$ cat src/rtl/fifo_arb_pkg.sv
// Shared constants for the write-port arbiter: state encoding, counter/index
// widths and the default requester geometry.
package fifo_arb_pkg;

  localparam int CNT_W    = 4;
  localparam int ID_W     = 3;
  localparam int SLOTS    = 1 << ID_W;
  localparam int DEF_NREQ = 4;
  localparam int DEF_DW   = 8;

  localparam logic [0:0] IDLE = 1'b0;
  localparam logic [0:0] XFER = 1'b1;

  // Successor of a requester index with wrap at nreq-1 (compare-and-clear).
  function automatic logic [ID_W-1:0] next_ptr(input logic [ID_W-1:0] id, input int nreq);
    return (id == ID_W'(nreq - 1)) ? '0 : id + ID_W'(1);
  endfunction

endpackage

$ cat src/rtl/rr_pick.sv
// Rotating-priority encoder: first valid requester at or after rr_ptr,
// scanning upward and wrapping at NREQ-1.
module rr_pick
  import fifo_arb_pkg::*;
#(
  parameter int NREQ = DEF_NREQ
) (
  input  logic [NREQ-1:0] req_valid,
  input  logic [ID_W-1:0] rr_ptr,
  output logic            found,
  output logic [ID_W-1:0] idx
);

  localparam int CW = ID_W + 1;

  logic [SLOTS-1:0] valid_ext;
  logic [CW-1:0]    cand;

  assign valid_ext = SLOTS'(req_valid);

  // One extra bit on the candidate keeps rr_ptr+i from overflowing before the modulo.
  always_comb begin
    found = 1'b0;
    idx   = '0;
    cand  = '0;
    for (int i = 0; i < NREQ; i++) begin
      cand = {1'b0, rr_ptr} + CW'(i);
      if (cand >= CW'(NREQ)) cand = cand - CW'(NREQ);
      if (!found && valid_ext[cand[ID_W-1:0]]) begin
        found = 1'b1;
        idx   = cand[ID_W-1:0];
      end
    end
  end

endmodule

$ cat src/rtl/fifo_wr_arbiter.sv
// Round-robin, burst-locked arbiter sharing the FIFO write port among NREQ
// requesters, with a burst cap and an owner-idle timeout.
module fifo_wr_arbiter
  import fifo_arb_pkg::*;
#(
  parameter int NREQ      = DEF_NREQ,
  parameter int DW        = DEF_DW,
  parameter int MAX_BURST = 4,
  parameter int IDLE_TO   = 8
) (
  input  logic               w_clk,
  input  logic               rst_n,
  input  logic [NREQ-1:0]    req_valid,
  input  logic [NREQ*DW-1:0] req_data,
  input  logic [NREQ-1:0]    req_last,
  output logic [NREQ-1:0]    req_ready,
  input  logic               w_full,
  output logic               w_en,
  output logic [DW-1:0]      w_data,
  output logic [2:0]         gnt_id,
  output logic               busy
);

  localparam logic [CNT_W-1:0] BURST_LIM = CNT_W'(MAX_BURST);
  localparam logic [CNT_W-1:0] IDLE_LIM  = CNT_W'(IDLE_TO);

  logic [0:0]       state;
  logic [ID_W-1:0]  rr_ptr;
  logic [CNT_W-1:0] beat_cnt;
  logic [CNT_W-1:0] idle_cnt;

  logic             pick_found;
  logic [ID_W-1:0]  pick_idx;
  logic [SLOTS-1:0] valid_ext;
  logic [SLOTS-1:0] last_ext;
  logic [SLOTS-1:0] ready_ext;
  logic [DW-1:0]    data_arr [SLOTS];
  logic             own_valid;
  logic             own_last;
  logic             beat;
  logic             release_now;

  rr_pick #(.NREQ(NREQ)) u_pick (
    .req_valid (req_valid),
    .rr_ptr    (rr_ptr),
    .found     (pick_found),
    .idx       (pick_idx)
  );

  assign valid_ext = SLOTS'(req_valid);
  assign last_ext  = SLOTS'(req_last);

  always_comb begin
    for (int i = 0; i < SLOTS; i++) data_arr[i] = '0;
    for (int i = 0; i < NREQ; i++) data_arr[i] = req_data[i*DW +: DW];
  end

  // A full FIFO stalls the owner without counting toward either release condition.
  assign busy      = (state == XFER);
  assign own_valid = valid_ext[gnt_id];
  assign own_last  = last_ext[gnt_id];
  assign beat      = busy & own_valid & ~w_full;
  assign ready_ext = beat ? (SLOTS'(1) << gnt_id) : '0;
  assign req_ready = ready_ext[NREQ-1:0];
  assign w_en      = beat;
  assign w_data    = busy ? data_arr[gnt_id] : '0;

  assign release_now = busy &
      ((beat & (own_last | ((beat_cnt + CNT_W'(1)) == BURST_LIM))) |
       (~own_valid & ((idle_cnt + CNT_W'(1)) == IDLE_LIM)));

  always_ff @(posedge w_clk or negedge rst_n) begin
    if (!rst_n) begin
      state    <= IDLE;
      rr_ptr   <= '0;
      gnt_id   <= '0;
      beat_cnt <= '0;
      idle_cnt <= '0;
    end else if (state == IDLE) begin
      if (pick_found) begin
        state    <= XFER;
        gnt_id   <= pick_idx;
        beat_cnt <= '0;
        idle_cnt <= '0;
      end
    end else begin
      if (beat) begin
        beat_cnt <= beat_cnt + CNT_W'(1);
        idle_cnt <= '0;
      end else if (!own_valid) begin
        idle_cnt <= idle_cnt + CNT_W'(1);
      end
      if (release_now) begin
        state  <= IDLE;
        rr_ptr <= next_ptr(gnt_id, NREQ);
      end
    end
  end

endmodule
$ cat config.mk
export PLATFORM = sky130hd
export DESIGN_NAME = fifo_wr_arbiter
export DESIGN_NICKNAME = d
export VERILOG_FILES = /design/src/rtl/fifo_arb_pkg.sv /design/src/rtl/rr_pick.sv /design/src/rtl/fifo_wr_arbiter.sv
export SDC_FILE = /design/constraint.sdc
export NUM_CORES = 1
export LEC_CHECK = 0
export CORE_MARGIN = 2
export CORE_UTILIZATION = 43
export CTS_CLUSTER_SIZE = 8
export DETAILED_ROUTE_END_ITERATION = 16
export PLACE_DENSITY = 0.87
export SLEW_MARGIN = 20
export SYNTH_ARGS = -nofsm -noshare
export SYNTH_HDL_FRONTEND = slang
export SYNTH_SLANG_ARGS = --single-unit
$ cat constraint.sdc
create_clock -name w_clk -period 3.44 [get_ports w_clk]
set_clock_uncertainty 0.2 [all_clocks]
set_input_delay 0.344 -clock w_clk [delete_from_list [all_inputs] [get_ports w_clk]]
set_output_delay 0.344 -clock w_clk [all_outputs]
set_load 0.02 [all_outputs]
* Word-level counts from Yosys, hierarchy flattened
Index checks and enable logic that the tools add are counted.
** Operators by class
- Add/subtract/negate cells :: 10
- Order comparisons :: 10
- Equality and inequality tests :: 5
- Shift operators :: 1
- Multiplexer cells :: 39
- Bitwise gates (word level) :: 11
- Reduce and logical (&&, ||, !) cells :: 11
** Operators with widths (count)
- 4-bit two-way mux :: 7
- 3-bit two-way mux :: 9
- 8-bit binary-select mux with 3-bit select :: 1
- 8-bit two-way mux :: 3
- 3-bit by 4-bit < comparator with 1-bit output (second input constant) :: 5
- 1-bit binary-select mux with 3-bit select :: 6
- 1-bit two-way mux :: 13
- 4-bit by 3-bit greater-or-equal comparator with 1-bit output (second input constant) :: 3
- 3-bit subtractor (second input constant) :: 4
- 3-bit by 2-bit adder with 4-bit output (second input constant) :: 2
- 4-bit by 1-bit adder with 4-bit output (second input constant) :: 2
- 2-bit AND reduction :: 4
- 1-bit AND :: 5
- 3-bit by 1-bit adder with 4-bit output (second input constant) :: 1
- 4-bit by 3-bit equality test with 1-bit output (second input constant) :: 1
- 4-bit equality test (second input constant) :: 1
- 4-bit greater-or-equal comparator (second input constant) :: 1
- 3-bit inverter with 4-bit output :: 1
- 1-bit by 3-bit << shifter with 4-bit output (first input constant) :: 1
- 3-bit by 1-bit adder with 3-bit output (second input constant) :: 1
- 3-bit by 2-bit equality test with 1-bit output (second input constant) :: 1
- 3-bit greater-or-equal comparator (second input constant) :: 1
- 1-bit logical AND :: 3
- 1-bit logical NOT :: 3
- 5 further kinds :: 8
** Storage, ports and cells
- Register bits after elaboration :: 15
- Bits of input ports :: 43
- Output and inout port bits :: 17
- Word-level logic and storage cells :: 92

* Depth between registers and ports, before layout
Gate-level depths: netlist of run 1.
- Depth after elaboration :: 16
- Depth in mapped cells :: 8
- Mapped depth without buffers :: 7

* Modules after synthesis
Synthesis of run 1 repeated with hierarchy kept, for this count alone.
** Second synthesis, totals
- Cell total of the unflattened synthesis :: 154
- Area total of the unflattened synthesis :: 1495.2 µm²
** By module, submodules not included
- fifo_wr_arbiter :: times used 1, cells each 108, area each 1181.1 µm², seq. area each 375.4 µm²
- rr_pick :: times used 1, cells each 46, area each 314.1 µm², seq. area each 0.0 µm²

* Least setup slack after synthesis of run 1
Ideal clock, no wire load.
- Kind :: register -> register
- From :: reg rr_ptr[0]
- To :: reg gnt_id[0]
- Setup time :: 0.124 ns
- Data arrival time :: 2.205 ns
- Required time :: 3.116 ns
- Slack :: 0.911 ns
- Stages on the path, launching flop included :: 9
- Buffers on the path :: 1
- Clock period less this slack :: 2.529 ns
- Cells stage by stage :: dfrtp_1 -> buf_4 -> inv_1 -> ha_1 -> mux4_2 -> a221oi_4 -> a21oi_2 -> a2bb2oi_1 -> o31a_1
** Between the ends
- Word-level cells in the longest chain between the ends :: 15
- Elaborated cells on any way between the ends :: 38
- Those cells by class :: 7 x add/sub; 4 x order compare; 20 x mux; 7 x reduce/logical
** Ends and longest elaborated chain
- start: declaration :: RTL line fifo_wr_arbiter.sv:28 : logic [ID_W-1:0] rr_ptr;
- start signal: assignment :: RTL line fifo_wr_arbiter.sv:95 : rr_ptr <= next_ptr(gnt_id, NREQ);
- parallel branches: the longest is 15 deep, another holds 3-bit by 1-bit adder with 4-bit output
- end signal: assignment :: RTL line fifo_wr_arbiter.sv:82 : gnt_id <= pick_idx;
- end: declaration :: RTL line fifo_wr_arbiter.sv:20 : output logic [2:0] gnt_id,
Parallel ways; which one is timed is not known. The select of a mux whose other input is x is not followed.
A chain may end at the register's enable or synchronous reset.

* Worst setup path in the final report of run 1
Ends and elaborated chain as after synthesis.

==> out/results.ini, run 1 <==
[synth]
ys_ff_latch = 15
async_flop_share = 1.000
yosysWarningCount = 0
syn_area_sq_um = 1454
synth_edf_count = 0
yosysSeqAreaShare = 0.2582
synthDistinctLibCells = 44
synth_fp_nets = 195
ys.flop_type = dfrtp_1
synth.avg_cell_area_sq_um = 10.24
syn_inst = 142

[place]
gp_congestion = 0.9489
io_buffers = 59
dp_hpwl_um = 3106
pre_cts_slack_ps = 487.8

[clock_network]
hold_buffers = 0
clock_sinks = 15
cts_setup_buffers = 0
clk_pin_slew_ps = 90
h-tree-depth = 1
numCtsBuffers = 3
clk_latency_ps = 290
cts_buffer_depth = 2
tritoncts = done
cts_resized = 0
cts_root_buffer = clkbuf_4

[finish]
postLayoutCoreUtil = 0.6453
diodes = 0
area_growth_pct = 45.78
fin_nets = 256
drive_above_1_share = 0.1287

[sta]
setup_slack_ps = 471.7
setup_viol_count_final = 0
max-slew-margin-rel = 0.5447
hold_violations = 0
setup_tns_ps = 0
period_share = 0.8629
rsz0062_at_grt = no
fmax_mhz = 336.9
worst_slew_pin_slew_ps = 680.8
period_needed_ps = 2968
finalMaxSlewViolations = 0

[grt]
busiest_layer = met2
grt_overflow_total = 0
grt_max_degree = 16
met2_usage = 0.3682
met1_usage = 0.2745
grt_first_pass_wirelength_um = 6534
grt_use_total = 0.2092
antenna_found_initial = 0
gr-usage-met3 = 0.03623
grt_pass1_vias = 1356

[floorplanning]
fp.dieH_um = 62.15
coreArea_sq_um = 3284
rows = 21
initial_utilization = 0.4427
io_pins = 60
die_w_um = 62.15
die_area_sq_um = 3862

[detailed_routing]
vias_per_cell = 5.435
routed_wl_um = 3846
detail-route-antenna-nets = 0
dr_total_vias = 1348
route.detailed.drc = 0
first_pass_iters = 4
initialDrtViolationCount = 40
wl_per_cell_um = 15.51

[worst_setup_path]
required_ps = 3420
start_kind = register
path_class = reg2reg
end_kind = register
cp.arrival_ps = 2950
path_max_fanout = 11

[job]
maxCapViolations = 0

[power_and_ir_drop]
p_leak_nw = 0.8822
total_power_mw = 1.691
p_per_area_nw_per_um2 = 797.8
vdd_drop_max_mv = 0.4734

[outcome]
status = finished, final reports clean

[hold_path]
hp-class = in2async

==> cell families after synthesis <==
family / count (synthesis) / share of synthesized area
muxes: 19 / 0.2384
AOI/OAI and AO/OA: 25 / 0.1463
and+or+nand+nor: 59 / 0.2203
xor gates and xnor gates: 3 / 0.01808
DFF: 15 / 0.2582
adders and majority gates: 10 / 0.08606
buffers and inverters: 11 / 0.03271
==> area by class of cell <==
type	instances	area (sq um)
sequential	15	375.4
fill	276	1165
clock inverter	1	5.005
inverter	6	22.52
multi-input combinational	116	1031
clock buffer	3	22.52
timing repair buffer	61	605.6
tap	46	57.56
==> where the power goes <==
part / total, mW / internal, mW / switching (mW) / leakage [nW]
combinational: 1.23 / 0.618 / 0.608 / 0.675
sequential: 0.360 / 0.244 / 0.116 / 0.189
clock: 0.105 / 0.0433 / 0.0615 / 0.0177
==> critical path, stage by stage, from the launching register on <==
cell and delay [ps]:
dfrtp_1 590, inv_1 160, ha_1 440, mux4_2 600
a221oi_4 390, a21oi_2 170, a2bb2oi_1 180, o31a_1 120
==> cells in the final DEF (no fill, tap or decap), types with 2 or more instances in the layout <==
master            n
a211oi_1          2
a21boi_0          2
a21oi_1           3
a31oi_1           2
and2_1            9
and3_1            3
buf_4             2
clkbuf_4          3
clkdlybuf4s50_1  59
dfrtp_1          15
ha_1             10
inv_1             6
mux2_2            2
mux2i_1           5
mux4_2           11
nand2_1          13
nand2_2           2
nand2b_1          3
nand3_1           5
nand3b_1          3
nand4_1           3
nor2_1            9
nor3_1            2
nor3b_1           3
o21ai_0           3
o31a_1            2
xor2_1            2
==> registers in the layout, summed over array words and instances (netlist names) <==
signal and flops:
gnt_id 3, beat_cnt 4, idle_cnt 4, busy 1, rr_ptr 3
==> stage by stage <==
step | area, sq um | hold WS [ps] | instances
CTS | 2120 | 280.3 | 248
global placement | 2092 | 346.8 | 244
floorplan | 1454 | -151.6 | 142
finish | 2120 | 259.0 | 248
global route | 2120 | 315.3 | 248
detailed placement | 2092 | 364.0 | 244
==> synthesized netlist by cell type (all sizes together) (2+ instances only) <==
library cell / n / area (sq um)
nor2: 9 / 33.78
and2: 10 / 63.81
mux2i: 5 / 50.05
buf: 3 / 17.52
nand2b: 3 / 18.77
nor3b: 3 / 22.52
nand4: 3 / 18.77
a211oi: 2 / 15.01
dfrtp: 15 / 375.4
and3: 3 / 18.77
nand3b: 3 / 22.52
clkbuf: 2 / 7.510
mux4: 12 / 274.0
mux2: 2 / 22.52
a21boi: 2 / 15.01
a31oi: 3 / 33.78
nand2: 15 / 61.31
o21ai: 4 / 23.77
xor2: 2 / 17.52
nand3: 5 / 25.02
nor3: 2 / 10.01
a21oi: 4 / 23.77
o31a: 2 / 17.52
ha: 10 / 125.1
inv: 6 / 22.52
==> path summary, 6_finish.rpt <==
kind	slack [ps]	end	startpoint	cells after the start
min in group w_clk	380	idle_cnt[3]	idle_cnt[3]	1
max in group asynchronous	2350	busy	rst_n	1
max reg2reg	470	gnt_id[0]	rr_ptr[0]	7
max	470	gnt_id[0]	rr_ptr[0]	7
min	260	gnt_id[0]	rst_n	1
min reg2reg	380	idle_cnt[3]	idle_cnt[3]	1
==> routing by layer <==
layer / up-vias / share of wire
li1: 657 / -
met1: 639 / 0.44
met2: 44 / 0.52
met3: 8 / 0.037
met4: 0 / 0.0099
met5: - / 0
No activity file was read; power rests on OpenSTA's default activity.
==> run 2: changes to the inputs <==
--- a/config.mk
+++ b/config.mk
@@ -9,7 +9,7 @@
 export CORE_UTILIZATION = 43
 export CTS_CLUSTER_SIZE = 8
 export DETAILED_ROUTE_END_ITERATION = 16
-export PLACE_DENSITY = 0.87
+export PLACE_DENSITY = 0.89
 export SLEW_MARGIN = 20
 export SYNTH_ARGS = -nofsm -noshare
 export SYNTH_HDL_FRONTEND = slang
==> run 2 against run 1 <==
  * First-iteration DRC count grew 78%
  * Critical path depth decreased by 1
  * Cell count is the same
  * Routed wire length down 3.5%
  * Total power decreased by 0.39%
==> out/results.ini, run 2 (synthesis gave the netlist of run 1 again) <==
[outcome]
status = finished, final reports clean  ; unchanged

[place]
dp_hpwl_um = 3018  ; was 3106 um
io_buffers = 59  ; unchanged
pre_cts_slack_ps = 507.4  ; was 487.8 ps
gp_congestion = 0.9004  ; was 0.9489
placed_cell_area_sq_um = 2092  ; unchanged

[clock_network]
h-tree-depth = 1  ; unchanged
numCtsBuffers = 3  ; unchanged
clk_pin_slew_ps = 100  ; was 90 ps
tritoncts = done  ; unchanged
cts_resized = 0  ; unchanged
clock_sinks = 15  ; unchanged
cts_buffer_depth = 2  ; unchanged
cts_root_buffer = clkbuf_4  ; unchanged
clk_latency_ps = 300  ; was 290 ps
hold_buffers = 0  ; unchanged
cts_setup_buffers = 0  ; unchanged

[job]
maxCapViolations = 0  ; unchanged

[worst_setup_path]
required_ps = 2900  ; was 3420 ps
end_kind = output pin  ; was register
cp.buffers_inverters = 3  ; was 1
path_max_fanout = 7  ; was 11
critPathLaunch = req_valid[1]  ; was rr_ptr[0]
r2r_end = gnt_id[0]  ; unchanged
critPathTopFamily = buffers and inverters  ; was compound AO/OA/AOI/OAI gates
cp.arrival_ps = 2410  ; was 2950 ps
r2r-start = rr_ptr[0]  ; unchanged
r2r_cells = 7  ; unchanged
start_kind = input port  ; was register
cp_cell_sequence = clkdlybuf4s50_1 > mux4_2 > nand2_2 > inv_1 > and3_1 > clkdlybuf4s50_1  ; was inv_1 > ha_1 > mux4_2 > a221oi_4 > a21oi_2 > a2bb2oi_1 > o31a_1
path_common_cell = clkdlybuf4s50_1
slowest_stage = mux4_2  ; unchanged
critPathMaxStageDelay_ps = 570  ; was 600 ps
path_class = in2out  ; was reg2reg
rrSetupSlack_ps = 570  ; was 470 ps

[finish]
largestRegisters = beat_cnt x4, idle_cnt x4  ; unchanged
mostFrequentLayoutCells = clkdlybuf4s50_1, dfrtp_1, nand2_1  ; unchanged
fin_nets = 256  ; unchanged
fin_area_sq_um = 2118  ; was 2120 sq um
postLayoutCoreUtil = 0.6450  ; was 0.6453
area_growth_pct = 45.70  ; was 45.78%
diodes = 0  ; unchanged
final_common_cell = clkdlybuf4s50_1  ; unchanged
drive_above_1_share = 0.1238  ; was 0.1287

[sta]
period_share = 0.8578  ; was 0.8629
fmax_mhz = 338.9  ; was 336.9 MHz
finalMaxSlewViolations = 0  ; unchanged
setup_viol_count_final = 0  ; unchanged
setup_tns_ps = 0  ; unchanged
rsz0062_at_grt = no  ; unchanged
setup_slack_ps = 489.3  ; was 471.7 ps
max-slew-margin-rel = 0.5333  ; was 0.5447
worst_slew_pin_slew_ps = 697.9  ; was 680.8 ps
period_needed_ps = 2951  ; was 2968 ps
hold_violations = 0  ; unchanged

[hold_path]
hp-class = in2async  ; unchanged

[grt]
grt_overflow_total = 0  ; unchanged
grt_use_total = 0.2108  ; was 0.2092
antenna_found_initial = 0  ; unchanged
grt_pass1_vias = 1418  ; was 1,356
grt_first_pass_wirelength_um = 6520  ; was 6534 um
grt_max_degree = 16  ; unchanged

[power_and_ir_drop]
internal-power_mw = 0.9071  ; was 0.9049 mW
p_seq_frac = 0.213  ; about the same
p_switching_mw = 0.7773  ; was 0.7860 mW
total_power_mw = 1.684  ; was 1.691 mW
p_per_area_nw_per_um2 = 795.2  ; was 797.8 nW/um^2
p_comb_frac = 0.724  ; was 0.725
switching_share = 0.4615  ; was 0.4648
clockPowerShare = 0.064  ; was 0.062
vdd_drop_max_mv = 0.3875  ; was 0.4734 mV
p_leak_nw = 0.8795  ; was 0.8822 nW

[detailed_routing]
routed_wl_um = 3713  ; was 3846 um
initialDrtViolationCount = 71  ; was 40
vias_per_cell = 5.452  ; was 5.435
detail-route-antenna-nets = 0  ; unchanged
first_pass_iters = 4  ; unchanged
wl_per_cell_um = 14.97  ; was 15.51 um
route.detailed.drc = 0  ; unchanged
dr_total_vias = 1352  ; was 1,348

[floorplanning]
initial_utilization = 0.4427  ; unchanged
die_area_sq_um = 3862  ; unchanged
die_w_um = 62.15  ; unchanged
rows = 21  ; unchanged
io_pins = 60  ; unchanged
fp.dieH_um = 62.15  ; unchanged
coreArea_sq_um = 3284  ; unchanged

run 2: how the worst max path moves through the flow:
stage,to,slack (ps),cells past startpoint
3_3_place_gp,req_ready[1],560,6
6_report,req_ready[1],490,6
2_1_floorplan,gnt_id[0],910,8
5_1_grt,gnt_id[0],380,7
3_5_place_dp,req_ready[1],510,6
4_1_cts,req_ready[1],510,6
run 2: area by class of cell:
| class | count | area [sq um] |
|---|---|---|
| fill | 265 | 1166 |
| multi-input combinational | 116 | 1031 |
| timing repair buffer | 61 | 605.6 |
| sequential | 15 | 375.4 |
| tap | 46 | 57.56 |
| clock buffer | 4 | 26.28 |
| inverter | 6 | 22.52 |
run 2: per-layer routing:
layer / up-vias / track usage / part of all wire
li1: 658 / - / -
met4: 0 / 0.09444 / 0.029
met3: 12 / 0.02355 / 0.031
met5: - / 0 / 0
met1: 643 / 0.2605 / 0.42
met2: 39 / 0.3709 / 0.51
run 2: power groups by stage:
stage               logic [mW]  clock network (mW)  registers, mW
CTS                       1.22               0.108          0.357
finish                    1.22               0.107          0.358
global route              1.34               0.117          0.374
global placement          1.19                   0          0.359
floorplan                0.824                   0          0.346
detailed placement        1.22                   0          0.361
run 2: metrics by stage:
stage,hold slack [ps],std cells
finish,253.8,248
CTS,273.1,248
floorplan,-151.6,142
detailed placement,356.6,244
global route,309.6,248
global placement,345.4,244
==> run 3: changes to the inputs <==
--- a/config.mk
+++ b/config.mk
@@ -5,8 +5,10 @@
 export SDC_FILE = /design/constraint.sdc
 export NUM_CORES = 1
 export LEC_CHECK = 0
+export ABC_CLOCK_PERIOD_IN_PS = 3440
 export CORE_MARGIN = 2
 export CORE_UTILIZATION = 43
+export CTS_CLUSTER_DIAMETER = 200
 export CTS_CLUSTER_SIZE = 8
 export DETAILED_ROUTE_END_ITERATION = 16
 export PLACE_DENSITY = 0.89
==> results of run 3 <==
Final layout, timing and power as in run 2 (identical DEF).
